<file path="src/rtl/sw_key_input_port.sv">
// sw_key_input_port: memory-mapped input port for slide switches and push keys.
// Two-flop synchronizers, per-bit debounce counters, sticky key-press flags
// with a key interrupt line, and a registered read port.
// Optional build macro SWKEY_SW_CHANGE_EN adds a sticky SW_CHANGE register
// at word offset 4 and drives STATUS bit1 from it.
module sw_key_input_port #(
   parameter logic [31:0] BASE_ADDR       = 32'h000000C0,
   parameter int unsigned DEBOUNCE_CYCLES = 16
) (
   input  logic        clock,
   input  logic        reset,
   input  logic [9:0]  sw,
   input  logic [3:0]  key,
   input  logic [31:0] addr,
   input  logic        rd_en,
   input  logic        we,
   input  logic [31:0] wdata,
   output logic [31:0] rdata,
   output logic        key_irq
);

   // bits [9:0] are switches, bits [13:10] are keys (1 = pressed)
   localparam int unsigned NB = 14;
   localparam int unsigned CW = (DEBOUNCE_CYCLES > 2) ? $clog2(DEBOUNCE_CYCLES) : 1;
   localparam logic [CW-1:0] CNT_MAX = CW'(DEBOUNCE_CYCLES - 1);

   logic [9:0]    sw_s1, sw_s2;
   logic [3:0]    key_s1, key_s2;
   logic [NB-1:0] syn, deb, deb_nxt;
   logic [CW-1:0] cnt     [NB];
   logic [CW-1:0] cnt_nxt [NB];
   logic [3:0]    key_edge, edge_nxt, key_press, edge_clr;
   logic          sel, rd_edge_sel, wr_edge_sel;
   logic [2:0]    off;
   logic [31:0]   rd_word;
   logic          chg_any;
   logic          unused_bits;

   assign unused_bits = ^{addr[1:0], wdata[31:4]};

   // two-flop synchronizers; keys idle high (released)
   always_ff @(posedge clock) begin
      if (reset) begin
         sw_s1  <= '0;
         sw_s2  <= '0;
         key_s1 <= '1;
         key_s2 <= '1;
      end else begin
         sw_s1  <= sw;
         sw_s2  <= sw_s1;
         key_s1 <= key;
         key_s2 <= key_s1;
      end
   end

   assign syn = {~key_s2, sw_s2};

   // per-bit debounce: count consecutive differing cycles, flip at CNT_MAX
   always_comb begin
      deb_nxt = deb;
      for (int unsigned i = 0; i < NB; i++) begin
         cnt_nxt[i] = '0;
         if (syn[i] != deb[i]) begin
            if (cnt[i] == CNT_MAX) deb_nxt[i] = syn[i];
            else                   cnt_nxt[i] = cnt[i] + 1'b1;
         end
      end
   end

   // debounced state and counters
   always_ff @(posedge clock) begin
      if (reset) begin
         deb <= '0;
         for (int unsigned i = 0; i < NB; i++) cnt[i] <= '0;
      end else begin
         deb <= deb_nxt;
         for (int unsigned i = 0; i < NB; i++) cnt[i] <= cnt_nxt[i];
      end
   end

   assign sel         = (addr[31:5] == BASE_ADDR[31:5]);
   assign off         = addr[4:2];
   assign rd_edge_sel = rd_en && sel && (off == 3'd2);
   assign wr_edge_sel = we && sel && (off == 3'd2);
   assign key_press   = deb_nxt[13:10] & ~deb[13:10];

   // clears are applied first so a press landing in the same cycle survives
   assign edge_clr = ({4{rd_edge_sel}} & key_edge) | ({4{wr_edge_sel}} & wdata[3:0]);
   assign edge_nxt = (key_edge & ~edge_clr) | key_press;

`ifdef SWKEY_SW_CHANGE_EN
   logic [9:0] sw_chg, chg_nxt;

   assign chg_nxt = ((rd_en && sel && (off == 3'd4)) ? 10'd0 : sw_chg)
                  | (deb_nxt[9:0] ^ deb[9:0]);
   assign chg_any = |sw_chg;

   // sticky switch-change flags, cleared by reading offset 4
   always_ff @(posedge clock) begin
      if (reset) sw_chg <= '0;
      else       sw_chg <= chg_nxt;
   end
`else
   assign chg_any = 1'b0;
`endif

   // read mux over the register window; unselected or unmapped reads give 0
   always_comb begin
      rd_word = '0;
      if (sel) begin
         case (off)
            3'd0: rd_word = {22'b0, deb[9:0]};
            3'd1: rd_word = {28'b0, deb[13:10]};
            3'd2: rd_word = {28'b0, key_edge};
            3'd3: rd_word = {30'b0, chg_any, |key_edge};
`ifdef SWKEY_SW_CHANGE_EN
            3'd4: rd_word = {22'b0, sw_chg};
`endif
            default: rd_word = '0;
         endcase
      end
   end

   // sticky key flags, interrupt line and registered read data
   always_ff @(posedge clock) begin
      if (reset) begin
         key_edge <= '0;
         key_irq  <= 1'b0;
         rdata    <= '0;
      end else begin
         key_edge <= edge_nxt;
         key_irq  <= |edge_nxt;
         if (rd_en) rdata <= rd_word;
      end
   end

endmodule

</file>
<file path="config.mk">
export PLATFORM = sky130hd
export DESIGN_NAME = sw_key_input_port
export DESIGN_NICKNAME = d
export VERILOG_FILES = /design/src/rtl/sw_key_input_port.sv
export SDC_FILE = /design/constraint.sdc
export NUM_CORES = 1
export LEC_CHECK = 0
export ABC_CLOCK_PERIOD_IN_PS = 1610
export BUFFER_PORTS_ARGS = -buffer_cell sky130_fd_sc_hd__buf_2
export CORE_MARGIN = 4
export CORE_UTILIZATION = 30
export CTS_BUF_LIST = sky130_fd_sc_hd__clkbuf_2
export DETAILED_ROUTE_END_ITERATION = 6
export GPL_TIMING_DRIVEN = 0
export SETUP_SLACK_MARGIN = 0.2
export SYNTH_ARGS = -nofsm -noshare
export SYNTH_HDL_FRONTEND = slang
export SYNTH_SLANG_ARGS = --single-unit
export TNS_END_PERCENT = 50
</file>
<file path="constraint.sdc">
create_clock -name clock -period 1.61 [get_ports clock]
set_input_delay 0 -clock clock [delete_from_list [all_inputs] [get_ports clock]]
set_output_delay 0 -clock clock [all_outputs]
set_load 0.01 [all_outputs]
</file>
==> impl_metrics.ini <==
[grt]
grtUsageMet1_pct = 12.0
antenna_found_initial = 1
use_met3_pct = 4.28
overflow = 0
grt_use_met2_pct = 20.3
grt_pass1_vias = 3427
gr-usage-all-layers_pct = 11.4
busiest_layer = met2
grt_max_degree = 17
grt_first_pass_wirelength_microns = 14800

[floorplan]
rows = 43
die_area_sq_um = 16500
die_w_microns = 128
start_util_pct = 31.0
die_y_microns = 128
core_area_sq_um = 14000
ios = 115

[routing]
firstDrtPassIters = 4
routed_wl_microns = 8880
detail_route.wl_per_cell_microns = 11.1
drt_iter0_drc = 87
drcViolationCount = 0
drtAntennaViolNets = 0
vias = 3431
vias_per_cell = 4.30

[power_and_ir_drop]
clockPowerShare_pct = 39.4
p_int_w = 0.00407
power_frac_comb_pct = 6.7
pwr-share-seq_pct = 53.9
p_switching_w = 0.00125
powerDensity_nw_per_um2 = 907
swShare_pct = 23.5
p_leak_nw = 2.51
ir_worst_vdd_uv = 453

[timing]
worst_pin_slew_ps = 577
clock.fmax_mhz = 686
slew_viol_final = 0
rsz0062_at_grt = yes
layout_worst_path_cycle_share_pct = 90.5
period_needed_ps = 1460
hold_viol = 0
setup_viol = 0
slew_headroom_pct = 61.5
finClkSkew_ps = 28.3
tns_ps = 0

[clock_network]
root_buffer = clkbuf_2
numCtsBuffers = 17
cts.sinks = 113
clk_path_buf_depth = 2
h-tree-depth = 4
clk_latency_ps = 650
path_clk_slew_ps = 170
cts_tree = built

[placement]
placed_cell_area_sq_um = 4960
portBuffers = 61
dp_hpwl_microns = 6360
gp_routability_congestion = 0.768

[finish]
nets = 700
final_area_sq_um = 5860
area_delta_synth_final_pct = 34.6
drive_gt1_share_pct = 25.6

[worst_setup_path]
arrival_ps = 2020
r2r_start = key_edge[2]
reg2reg_depth = 4
path_max_fanout = 1
end_kind = flip-flop
reg2reg_to = rdata[0]
cpMaxStageDelayCell = dlygate4sd3_1
crit_top_cell = dlygate4sd3_1
max_stage_delay_ps = 550
r2r_setup_slack_ps = 220
cp.required_ps = 2170
start_kind = input pin
crit_type = in2reg
crit_chain = dlygate4sd3_1 -> buf_2 -> dlygate4sd3_1 -> or2_2 -> dlygate4sd3_1

[run]
cap_violations = 0

[synth]
synthFlopType = dfxtp_1
async_flop_share_pct = 0
yosysWarnings = 0
synth.avg_cell_area_sq_um = 9.69
synthCells = 449
seq_area_frac_synth_pct = 52.0
ys_ff_latch = 113
synthesis.area_sq_um = 4350
synth_edf_count = 0
synth_cell_types = 38

[worst_hold_path]
hold_start = addr[20]
hold_end = rdata[5]
min_path_type = in2reg
min_path_cells = 6

[status]
outcome = complete, no violations
==> through the flow <==
stage | total power [W] | setup WS, ps | std cells | hold slack [ps] | util (%)
finish | 0.00531 | 153 | 798 | 85.8 | 41.7
global route | 0.00557 | 177 | 798 | 0.142 | 41.7
CTS | 0.00537 | 200 | 788 | 12.4 | 40.7
detailed placement | 0.00318 | 101 | 711 | 184 | 35.3
global placement | 0.00317 | 148 | 711 | 182 | 35.3
floorplan | 0.00308 | 258 | 470 | 104 | -
==> cells in the final DEF (no fill, tap or decap), types with 13 or more instances in the layout <==
cell / n
buf_2: 62
buf_4: 28
clkbuf_2: 18
conb_1: 22
dfxtp_1: 106
dlygate4sd3_1: 48
inv_1: 15
mux2i_1: 14
nand2_1: 13
nand2b_1: 14
nand3_1: 21
nor2_1: 82
nor2b_1: 21
xnor2_1: 17
xor2_1: 21
==> cells by family (layout without fill, tap and decap cells) <==
family / after synthesis / in the layout / share of synthesized area, %
other: 1 / 23 / 0.0862
adder cells (fa/ha/maj): 14 / 14 / 4.03
XOR/XNOR: 38 / 38 / 7.65
multiplexers: 14 / 14 / 3.22
buffers and inverters: 46 / 193 / 5.90
AND/OR/NAND/NOR: 191 / 191 / 22.2
flip-flops: 113 / 113 / 52.0
AO/OA/AOI/OAI: 32 / 32 / 4.95
==> critical path, delay by kind of cell <==
| kind | cells | cell delay (ps) |
|---|---|---|
| and+or+nand+nor | 1 | 270 |
| buffers and inverters | 4 | 1750 |
==> synth_stat cells, types with 3 or more instances <==
cell type / number / share of area, %
nor2_1: 83 / 7.2
a211oi_1: 4 / 0.69
a21oi_1: 6 / 0.69
inv_1: 15 / 1.3
nand2_1: 13 / 1.1
buf_4: 22 / 3.8
dfxtp_1: 113 / 52
a32oi_1: 4 / 0.81
ha_1: 14 / 4.0
or3_1: 3 / 0.43
xnor2_1: 17 / 3.4
nand2b_1: 14 / 2.0
a22oi_1: 3 / 0.52
xor2_1: 21 / 4.2
or2_2: 8 / 1.2
nor4_1: 5 / 0.72
o21ai_0: 9 / 1.0
clkbuf_1: 5 / 0.43
nand3_1: 21 / 2.4
and2_0: 3 / 0.43
mux2i_1: 14 / 3.2
and3_1: 9 / 1.3
a22o_1: 6 / 1.2
nor2b_1: 21 / 3.0
==> layer usage <==
metal / up-vias / routed length (microns)
li1: 1766 / -
met1: 1565 / 3620
met2: 77 / 4570
met4: 0 / 205
met3: 23 / 479
met5: - / 0
==> sequential cells by signal, indices dropped and copies added, names as in the netlist <==
signal and count:
key_edge 4, cnt 56, key_s1 4, key_s2 4, sw_s1 10, rdata 10, sw_s2 10, key_irq 1
deb 14
==> worst max-delay path by stage <==
stage | start | end | slack (ps) | cells past startpoint
after floorplan | key_edge[2] | rdata[0] | 260 | 4
after global placement | addr[4] | rdata[9] | 150 | 6
after detailed placement | addr[22] | rdata[4] | 100 | 6
after CTS | cnt[1][8] | key_irq | 200 | 6
after global routing | cnt[1][16] | key_irq | 180 | 6
final | key[2] | key_s1[2] | 150 | 5
==> area by class of cell <==
| class | instances | area [sq um] |
|---|---|---|
| Multi-Input combinational cell | 311 | 1990 |
| Fill cell | 1339 | 8190 |
| Timing Repair Buffer | 115 | 831 |
| Inverter | 16 | 60.1 |
| Buffer | 30 | 196 |
| Clock inverter | 14 | 190 |
| Antenna cell | 1 | 2.50 |
| Clock buffer | 18 | 90.1 |
| Sequential cell | 113 | 2270 |
| Tap cell | 180 | 225 |
==> timing repair <==
item                                    CTS  global route
endpoints found under the hold margin    38             4
hold buffers                             40             8
setup buffers                             5             1
pin swaps                                 3             3
endpoints found under the setup margin    2             8
resized for setup                        13            13
cloned                                    0             0
==> power groups by stage <==
stage / Clock, W / Combinational [W] / Sequential [W]
final: 0.00210 / 0.000355 / 0.00286
after global routing: 0.00230 / 0.000395 / 0.00287
after CTS: 0.00217 / 0.000334 / 0.00286
after detailed placement: 0 / 0.000255 / 0.00292
after global placement: 0 / 0.000252 / 0.00292
after floorplan: 0 / 0.000160 / 0.00292
(Power assumes the default switching activity.)
